<file path="src/rtl/cmpe200_pkg.sv">
// Shared encodings for the multiply/divide unit: operation codes and FSM states.
package cmpe200_pkg;

  typedef enum logic [1:0] {
    MDU_MULTU = 2'b00,
    MDU_MULT  = 2'b01,
    MDU_DIVU  = 2'b10,
    MDU_DIV   = 2'b11
  } mdu_op_e;

  typedef enum logic [1:0] {
    S_IDLE = 2'b00,
    S_CALC = 2'b01,
    S_FIX  = 2'b10
  } mdu_state_e;

endpackage

</file>
<file path="src/rtl/mult_div_unit_sign_fix.sv">
// Conditional two's-complement negate; used for abs() on entry and sign restore on exit.
module sign_fix #(
  parameter int N = 32
) (
  input  logic [N-1:0] din,
  input  logic         neg,
  output logic [N-1:0] dout
);

  assign dout = neg ? (~din + N'(1)) : din;

endmodule

</file>
<file path="src/rtl/mult_div_unit.sv">
// Iterative radix-2 MULT/MULTU/DIV/DIVU with HI/LO registers and start/busy/done handshake.
module mult_div_unit
  import cmpe200_pkg::*;
#(
  parameter int WIDTH = 32
) (
  input  logic             clk,
  input  logic             rst_n,
  input  logic             start,
  input  logic [1:0]       op,
  input  logic [WIDTH-1:0] rs_data,
  input  logic [WIDTH-1:0] rt_data,
  output logic             busy,
  output logic             done,
  output logic [WIDTH-1:0] hi,
  output logic [WIDTH-1:0] lo,
  output logic             div_by_zero
);

  localparam int CW = $clog2(WIDTH + 1);
  localparam logic [CW-1:0] LAST_STEP = CW'(WIDTH - 1);

  mdu_state_e         state_reg;
  logic [CW-1:0]      step_cnt_reg;
  logic [2*WIDTH-1:0] acc_reg;
  logic [WIDTH-1:0]   b_reg;
  logic [WIDTH-1:0]   raw_a_reg;
  logic               is_div_reg;
  logic               neg_q_reg;
  logic               neg_r_reg;
  logic               zero_div_reg;

  // Operand entry: decode op and take magnitudes of signed operands
  mdu_op_e          op_in;
  logic             signed_op;
  logic             is_div_in;
  logic             a_neg;
  logic             b_neg;
  logic [WIDTH-1:0] abs_a;
  logic [WIDTH-1:0] abs_b;

  assign op_in     = mdu_op_e'(op);
  assign signed_op = (op_in == MDU_MULT) || (op_in == MDU_DIV);
  assign is_div_in = (op_in == MDU_DIVU) || (op_in == MDU_DIV);
  assign a_neg     = signed_op & rs_data[WIDTH-1];
  assign b_neg     = signed_op & rt_data[WIDTH-1];

  sign_fix #(.N(WIDTH)) u_abs_a (.din(rs_data), .neg(a_neg), .dout(abs_a));
  sign_fix #(.N(WIDTH)) u_abs_b (.din(rt_data), .neg(b_neg), .dout(abs_b));

  // Multiply step: acc = {partial, multiplier}; add B on LSB, shift right
  logic [WIDTH:0]     mult_sum;
  logic [2*WIDTH-1:0] mult_next;

  assign mult_sum  = {1'b0, acc_reg[2*WIDTH-1:WIDTH]} + {1'b0, (acc_reg[0] ? b_reg : '0)};
  assign mult_next = {mult_sum, acc_reg[WIDTH-1:1]};

  // Divide step: acc = {remainder, dividend/quotient}; restoring shift-subtract
  logic [WIDTH:0]     div_trial;
  logic               div_ge;
  logic [WIDTH-1:0]   div_diff;
  logic [2*WIDTH-1:0] div_next;

  assign div_trial = {acc_reg[2*WIDTH-1:WIDTH], acc_reg[WIDTH-1]};
  assign div_ge    = div_trial >= {1'b0, b_reg};
  // The difference is always smaller than b_reg, so the low WIDTH bits suffice
  assign div_diff  = div_trial[WIDTH-1:0] - b_reg;
  assign div_next  = {(div_ge ? div_diff : div_trial[WIDTH-1:0]), acc_reg[WIDTH-2:0], div_ge};

  // Result sign restore
  logic [2*WIDTH-1:0] prod_fixed;
  logic [WIDTH-1:0]   quo_fixed;
  logic [WIDTH-1:0]   rem_fixed;

  sign_fix #(.N(2*WIDTH)) u_fix_prod (.din(acc_reg), .neg(neg_q_reg), .dout(prod_fixed));
  sign_fix #(.N(WIDTH)) u_fix_quo (.din(acc_reg[WIDTH-1:0]), .neg(neg_q_reg), .dout(quo_fixed));
  sign_fix #(.N(WIDTH)) u_fix_rem (.din(acc_reg[2*WIDTH-1:WIDTH]), .neg(neg_r_reg), .dout(rem_fixed));

  always_ff @(posedge clk or negedge rst_n) begin
    if (!rst_n) begin
      state_reg    <= S_IDLE;
      step_cnt_reg <= '0;
      acc_reg      <= '0;
      b_reg        <= '0;
      raw_a_reg    <= '0;
      is_div_reg   <= 1'b0;
      neg_q_reg    <= 1'b0;
      neg_r_reg    <= 1'b0;
      zero_div_reg <= 1'b0;
      busy         <= 1'b0;
      done         <= 1'b0;
      hi           <= '0;
      lo           <= '0;
      div_by_zero  <= 1'b0;
    end else begin
      done <= 1'b0;
      case (state_reg)
        S_IDLE: begin
          if (start) begin
            acc_reg      <= {{WIDTH{1'b0}}, abs_a};
            b_reg        <= abs_b;
            raw_a_reg    <= rs_data;
            is_div_reg   <= is_div_in;
            neg_q_reg    <= a_neg ^ b_neg;
            neg_r_reg    <= a_neg;
            zero_div_reg <= is_div_in && (rt_data == '0);
            step_cnt_reg <= '0;
            busy         <= 1'b1;
            state_reg    <= S_CALC;
          end
        end
        S_CALC: begin
          acc_reg <= is_div_reg ? div_next : mult_next;
          if (step_cnt_reg == LAST_STEP) begin
            step_cnt_reg <= '0;
            state_reg    <= S_FIX;
          end else begin
            step_cnt_reg <= step_cnt_reg + CW'(1);
          end
        end
        S_FIX: begin
          if (is_div_reg && zero_div_reg) begin
            hi          <= raw_a_reg;
            lo          <= '1;
            div_by_zero <= 1'b1;
          end else if (is_div_reg) begin
            hi          <= rem_fixed;
            lo          <= quo_fixed;
            div_by_zero <= 1'b0;
          end else begin
            hi          <= prod_fixed[2*WIDTH-1:WIDTH];
            lo          <= prod_fixed[WIDTH-1:0];
            div_by_zero <= 1'b0;
          end
          done      <= 1'b1;
          busy      <= 1'b0;
          state_reg <= S_IDLE;
        end
        default: begin
          busy      <= 1'b0;
          state_reg <= S_IDLE;
        end
      endcase
    end
  end

endmodule

</file>
<file path="config.mk">
export PLATFORM = sky130hd
export DESIGN_NAME = mult_div_unit
export DESIGN_NICKNAME = d
export VERILOG_FILES = /design/src/rtl/cmpe200_pkg.sv /design/src/rtl/mult_div_unit_sign_fix.sv /design/src/rtl/mult_div_unit.sv
export SDC_FILE = /design/constraint.sdc
export NUM_CORES = 1
export LEC_CHECK = 0
export ABC_AREA = 0
export CORE_MARGIN = 2
export CORE_UTILIZATION = 63
export CTS_CLUSTER_SIZE = 30
export DETAILED_ROUTE_END_ITERATION = 7
export PLACE_DENSITY_LB_ADDON = 0.08
export REMOVE_ABC_BUFFERS = 1
export SYNTH_ARGS = -nofsm -noshare
export SYNTH_HDL_FRONTEND = slang
export SYNTH_SLANG_ARGS = --single-unit
</file>
<file path="constraint.sdc">
create_clock -name clk -period 6.37 [get_ports clk]
set_input_delay 1.5925 -clock clk [delete_from_list [all_inputs] [get_ports clk]]
set_output_delay 1.5925 -clock clk [all_outputs]
set_load 0.03 [all_outputs]
</file>
==> results.yml, run 1 <==
worst_setup_path:
  path_class: "input pin to flop"
  crit_path_end_kind: "flop"
  crit_path_max_fanout: 4
  crit_chain: "clkdlybuf4s50_1 -> or3_1 -> nor4_1 -> and3_1 -> nand2_1 -> or2_1 -> o21ai_0 -> xor2_1 -> o21ai_0"
  cpMostUsedCell: "o21ai_0"
  max_stage_delay_ns: 0.64
  cp-start-kind: "input pin"
  slowest_stage: "nor4_1"
  worst-endpoint-arrival_ns: 4.51
  required_ns: 6.75
floorplanning:
  die_area_sq_um: 25600
  core_area_sq_um: 24100
  start_util_pct: 63.7
  dieWidth_microns: 160
  die_h_microns: 160
  rows: 57
  pin_count: 136
detailed_routing:
  routed_wl_microns: 44900
  vias: 14600
  drtIter0Drc: 1181
  wl_per_cell_microns: 19.4
  postRouteAntennaNets: 0
  vias_per_cell: 6.28
  drc: 0
  drt_pass1_iterations: 6
finish:
  antenna_cells: 0
  fin_area_sq_um: 17700
  multi_input_area_sq_um: 9560
  fill_cells: 1947
  post-route-util_pct: 73.5
  syn2layout_area_growth_pct: 15.4
  seq_area_sq_um: 5180
  fin_cells: 2320
  final_layout_size_suffix_gt1_share_pct: 4.81
  largest_register_ffs: 64
  final_nets: 2119
sta:
  drv_slew: 0
  fin_crit_sh_pct: 64.7
  fin_tns_setup_ns: 0
  rsz0062_at_grt: "no"
  tightest_slew_ns: 1.02
  setup_viol: 0
  fin_ws_ns: 2.25
  skew_ns: 0.0149
  slew_headroom_pct: 31.2
  hold_violations: 0
  hold_ws_ns: 0.477
  max_freq_mhz: 243
  fin_crit_ns: 4.12
synth:
  yosys_warnings: 0
  syn_area_per_cell_sq_um: 8.07
  ys_seq_area_share_pct: 33.7
  yosysTopAreaCell: "dfrtp_1"
  synth_area_leaders: "dfrtp_1 (34%), nand2_1 (6.7%), o21ai_0 (5.9%), ha_1 (5.6%), a21oi_1 (4.9%)"
  synth-edff-count: 0
  synth_flop_cell: "dfrtp_1"
  netlist_instances: 1903
  ys_ff_latch: 207
  synth_top_area_share_pct: 33.7
  asyncSetResetFlopFracSynth_pct: 100
  synthTopCellsByCount: "nand2_1 (273), dfrtp_1 (207), nor2_1 (183), o21ai_0 (180), a21oi_1 (151)"
  yosysMostFrequentCell: "nand2_1"
  syn-cell-area_sq_um: 15400
  synthDistinctLibCells: 83
power_and_ir_drop:
  power_mw: 9.73
  p_leak_nw: 7.70
  powerDensity_nw_per_um2: 549
  vdd_ir_drop_max_v: 0.000296
place:
  dpl_worst_slack_ns: 1.84
  place_congestion: 0.947
  placed_cell_area_sq_um: 16900
  dp_hpwl_microns: 32700
  portBuffers: 135
  dp_cells: 2277
clock_network:
  clockBufferDepth: 3
  cts_max_level: 1
  cts_setup_buffers: 0
  cts.repair.resized: 0
  cts_root_buf: "clkbuf_16"
  cts.sinks: 207
  cts_tree: "built"
  cts_buffers: 24
  insertion_delay_ns: 0.53
  hold_buffers: 0
  clk_pin_slew_worst_paths_ns: 0.06
grt:
  gr-usage-all-layers_pct: 35.1
  grt_pass1_vias: 14200
  grt_pass1_wl_microns: 73400
  grt_max_degree: 124
  antenna_found_initial: 0
  grt.overflow.total: 0
hold_path:
  holdCritPathClass: "flop to flop"
outcome:
  outcome: "completed"
job:
  maxCapViolations: 0
-- cell type report --
| type | instances | share of cell area, % |
|---|---|---|
| clock buffer | 36 | 4.05 |
| tap | 324 | 2.29 |
| timing repair buffer | 152 | 8.44 |
| sequential | 207 | 29.2 |
| clock inverter | 7 | 0.650 |
| inverter | 66 | 1.40 |
| multi-input combinational | 1528 | 53.9 |
-- final timing paths --
check / from / end / slack (ns) / cells past startpoint
setup / recovery: rs_data[0] / acc_reg[25] / 2.25 / 9
hold / removal: b_reg[14] / b_reg[14] / 0.48 / 2
setup reg to reg: acc_reg[0] / acc_reg[61] / 2.32 / 13
hold reg to reg: b_reg[14] / b_reg[14] / 0.48 / 2
max in group asynchronous: rst_n / is_div_reg / 4.12 / 2
min in group asynchronous: rst_n / done / 1.10 / 1
-- layout by cell type (no fill, tap or decap), types with 6 or more instances in the layout --
| cell | synthesis | final |
|---|---|---|
| a211oi_1 | 10 | 10 |
| a21o_1 | 37 | 37 |
| a21oi_1 | 151 | 150 |
| a22oi_1 | 17 | 17 |
| a31oi_1 | 25 | 25 |
| and2_1 | 14 | 14 |
| and3_1 | 13 | 13 |
| buf_4 | 1 | 16 |
| clkbuf_1 | 83 | 6 |
| clkbuf_16 | 0 | 25 |
| clkbuf_8 | 0 | 6 |
| clkdlybuf4s50_1 | 0 | 134 |
| dfrtp_1 | 207 | 206 |
| ha_1 | 69 | 69 |
| inv_1 | 64 | 64 |
| mux2i_1 | 58 | 58 |
| nand2_1 | 273 | 273 |
| nand2b_1 | 14 | 13 |
| nand3_1 | 35 | 35 |
| nand4_1 | 11 | 11 |
| nor2_1 | 183 | 181 |
| nor2b_1 | 9 | 9 |
| nor3_1 | 30 | 30 |
| nor4_1 | 12 | 12 |
| o211ai_1 | 38 | 38 |
| o21a_1 | 6 | 6 |
| o21ai_0 | 180 | 180 |
| o21ai_1 | 12 | 12 |
| o21bai_1 | 8 | 8 |
| o22ai_1 | 8 | 8 |
| o31ai_1 | 19 | 19 |
| o41ai_1 | 8 | 8 |
| or3_1 | 15 | 15 |
| or4_1 | 11 | 11 |
| xnor2_1 | 86 | 86 |
| xor2_1 | 78 | 78 |
-- critical path, delay by kind of cell --
kind / cells / cell delay [ns]
buf+inv: 1 / 0.45
compound gates: 2 / 0.41
xor+xnor: 1 / 0.18
simple gates: 5 / 1.88
-- report_power, final --
part	switching (mW)	internal [mW]	leakage (nW)
Clock	0.566	0.895	0.402
Sequential	0.752	1.86	2.48
Combinational	3.28	2.38	4.83
-- logic make-up (layout without fill, tap and decap cells) --
| family | count (synthesis) | after routing | share of synthesized area (%) |
|---|---|---|---|
| xor+xnor | 164 | 164 | 9.35 |
| mux | 62 | 62 | 4.07 |
| flops | 207 | 207 | 33.7 |
| fa+ha+maj | 71 | 71 | 5.88 |
| simple gates | 657 | 657 | 19.7 |
| buf+inv | 168 | 261 | 4.16 |
| compound gates | 574 | 574 | 23.1 |
-- routing by layer --
layer	vias to the layer above	global-route usage [%]	wire length, microns
met5	-	0	0
met4	0	11.4	1320
met3	100	3.82	3140
met2	593	61.2	22000
met1	6961	45.8	18400
li1	6923	-	-
Note: power is estimated with default switching activity, not from simulation.
==> run 2: changes to the inputs <==
CORE_UTILIZATION = 59   (was 63)
clock period = 3.9 ns   (was 6.37 ns; I/O delays follow)
==> run 2 against run 1 <==
Worst hold slack got worse by 0.0086 ns. Via count rose by 0.80%. Clock power rose by 58%. Global-route usage fell by 1.1 points. Die area rose by 6.6%. Utilization fell by 3.4 points. Non-clock buffer count rose by 50. First-iteration DRC count rose by 12%. Combinational power rose by 77%. Sequential share of layout area fell by 0.65 points. Sequential power rose by 51%. Largest power group unchanged.
==> results.yml, run 2 (synthesis gave the netlist of run 1 again) <==
clock_network:
  clockBufferDepth: 3
  cts_buffers: 25
  insertion_delay_ns: 0.54
  cts.sinks: 207
  cts_tree: "built"
  clk_pin_slew_worst_paths_ns: 0.06
  cts_max_level: 1
  cts_root_buf: "clkbuf_16"
worst_setup_path:
  crit_path_end_kind: "flop"
  path_class: "flop to flop"
  required_ns: 4.34
  ff2ff_setup_slack_ns: 0.27
  worst-endpoint-arrival_ns: 4.08
  crit_path_max_fanout: 12
  cp-start-kind: "flop"
finish:
  final_layout_size_suffix_gt1_share_pct: 7.42
  antenna_cells: 0
  largest_register_ffs: 64
  post-route-util_pct: 70.1
  fin_cells: 2383
  syn2layout_area_growth_pct: 18.0
  fill_cells: 2157
  final_common_cell: "nand2_1"
  final_nets: 2170
  final_cell_mix: "nand2_1 (273), dfrtp_1 (206), nor2_1 (181)"
detailed_routing:
  postRouteAntennaNets: 0
  wl_per_cell_microns: 19.4
  vias: 14700
  drtIter0Drc: 1327
  drt_pass1_iterations: 5
  routed_wl_microns: 46100
  drc: 0
  vias_per_cell: 6.17
power_and_ir_drop:
  p_leak_nw: 7.95
  power_mw: 16.2
  powerDensity_nw_per_um2: 897
  vdd_ir_drop_max_v: 0.000543
place:
  dpl_worst_slack_ns: 0.0911
  dp_hpwl_microns: 34200
  dp_cells: 2338
  place_congestion: 0.990
  portBuffers: 135
sta:
  rsz0062_at_grt: "no"
  setup_viol: 0
  slew_headroom_pct: 30.9
  tightest_slew_ns: 1.03
  fin_crit_sh_pct: 93.1
  hold_violations: 0
  max_freq_mhz: 275
  fin_ws_ns: 0.268
  skew_ns: 0.0144
  drv_slew: 0
  fin_crit_ns: 3.63
grt:
  grt_pass1_wl_microns: 73500
  grt_pass1_vias: 14000
  grt.overflow.total: 0
  gr-usage-all-layers_pct: 33.9
  grt_max_degree: 129
  antenna_found_initial: 0
floorplanning:
  rows: 59
  die_area_sq_um: 27300
  start_util_pct: 59.4
  pin_count: 136
  dieWidth_microns: 165
  die_h_microns: 165
  core_area_sq_um: 25800
hold_path:
  holdCritPathClass: "input pin to async pin"
job:
  maxCapViolations: 0
outcome:
  outcome: "completed"
==> run 2: through the flow <==
stage	cell area [sq um]	hold WS, ns	TNS (ns)
2_1_floorplan	15000	0.440	-212.36
3_3_place_gp	17300	0.453	0
3_5_place_dp	17300	0.462	0
4_1_cts	18100	0.480	0
5_1_grt	18100	0.500	0
6_report	18100	0.468	0
==> run 2: area by class of cell <==
class | instances | area (sq um) | area share [%]
Tap cell | 335 | 419 | 2.31
Timing Repair Buffer | 202 | 1900 | 10.5
Clock inverter | 11 | 95.1 | 0.525
Clock buffer | 34 | 719 | 3.97
Inverter | 66 | 251 | 1.39
Multi-Input combinational cell | 1528 | 9560 | 52.8
Sequential cell | 207 | 5180 | 28.6
==> run 2: worst paths after layout <==
| path | from | cells after the start | to |
|---|---|---|---|
| worst max-delay path | acc_reg[0] | 12 | acc_reg[56] |
| worst min-delay path | rst_n | 1 | done |
| worst max register to register | acc_reg[0] | 12 | acc_reg[56] |
| worst min register to register | b_reg[12] | 2 | b_reg[12] |
| max in group asynchronous | rst_n | 2 | acc_reg[26] |
| min in group clk | b_reg[12] | 2 | b_reg[12] |
==> run 2: metal layers <==
layer | wire length (microns) | GRT usage, % | vias up
met5 | 0 | 0 | -
met4 | 1590 | 11.7 | 0
met3 | 3310 | 3.87 | 102
met2 | 21800 | 56.6 | 602
met1 | 19500 | 45.9 | 6961
li1 | - | - | 7029
==> run 2: worst max-delay path: stages (launching register included) <==
cell and delay (ns):
dfrtp_1 0.46, clkinvlp_4 0.33, nor2_1 0.19, ha_1 0.27, o21ai_0 0.24, nor2_1 0.10
o31ai_1 0.47, a21oi_1 0.20, nor3_2 0.28, nor2_1 0.12, a211o_1 0.31, or3b_1 0.37
a41oi_2 0.20
==> run 2: power by group <==
part	switching (mW)	leakage, nW	internal, mW
clock network	0.957	0.398	1.36
registers	0.895	2.48	3.04
logic	5.80	5.08	4.20
total	7.65	7.95	8.60
==> run 2: repair_timing <==
action / CTS / global route
hold endpoints to repair: 0 / 0
setup endpoints to repair: 0 / 2
setup buffers: 0 / 0
hold buffers: 0 / 0
resized for setup: 0 / 1
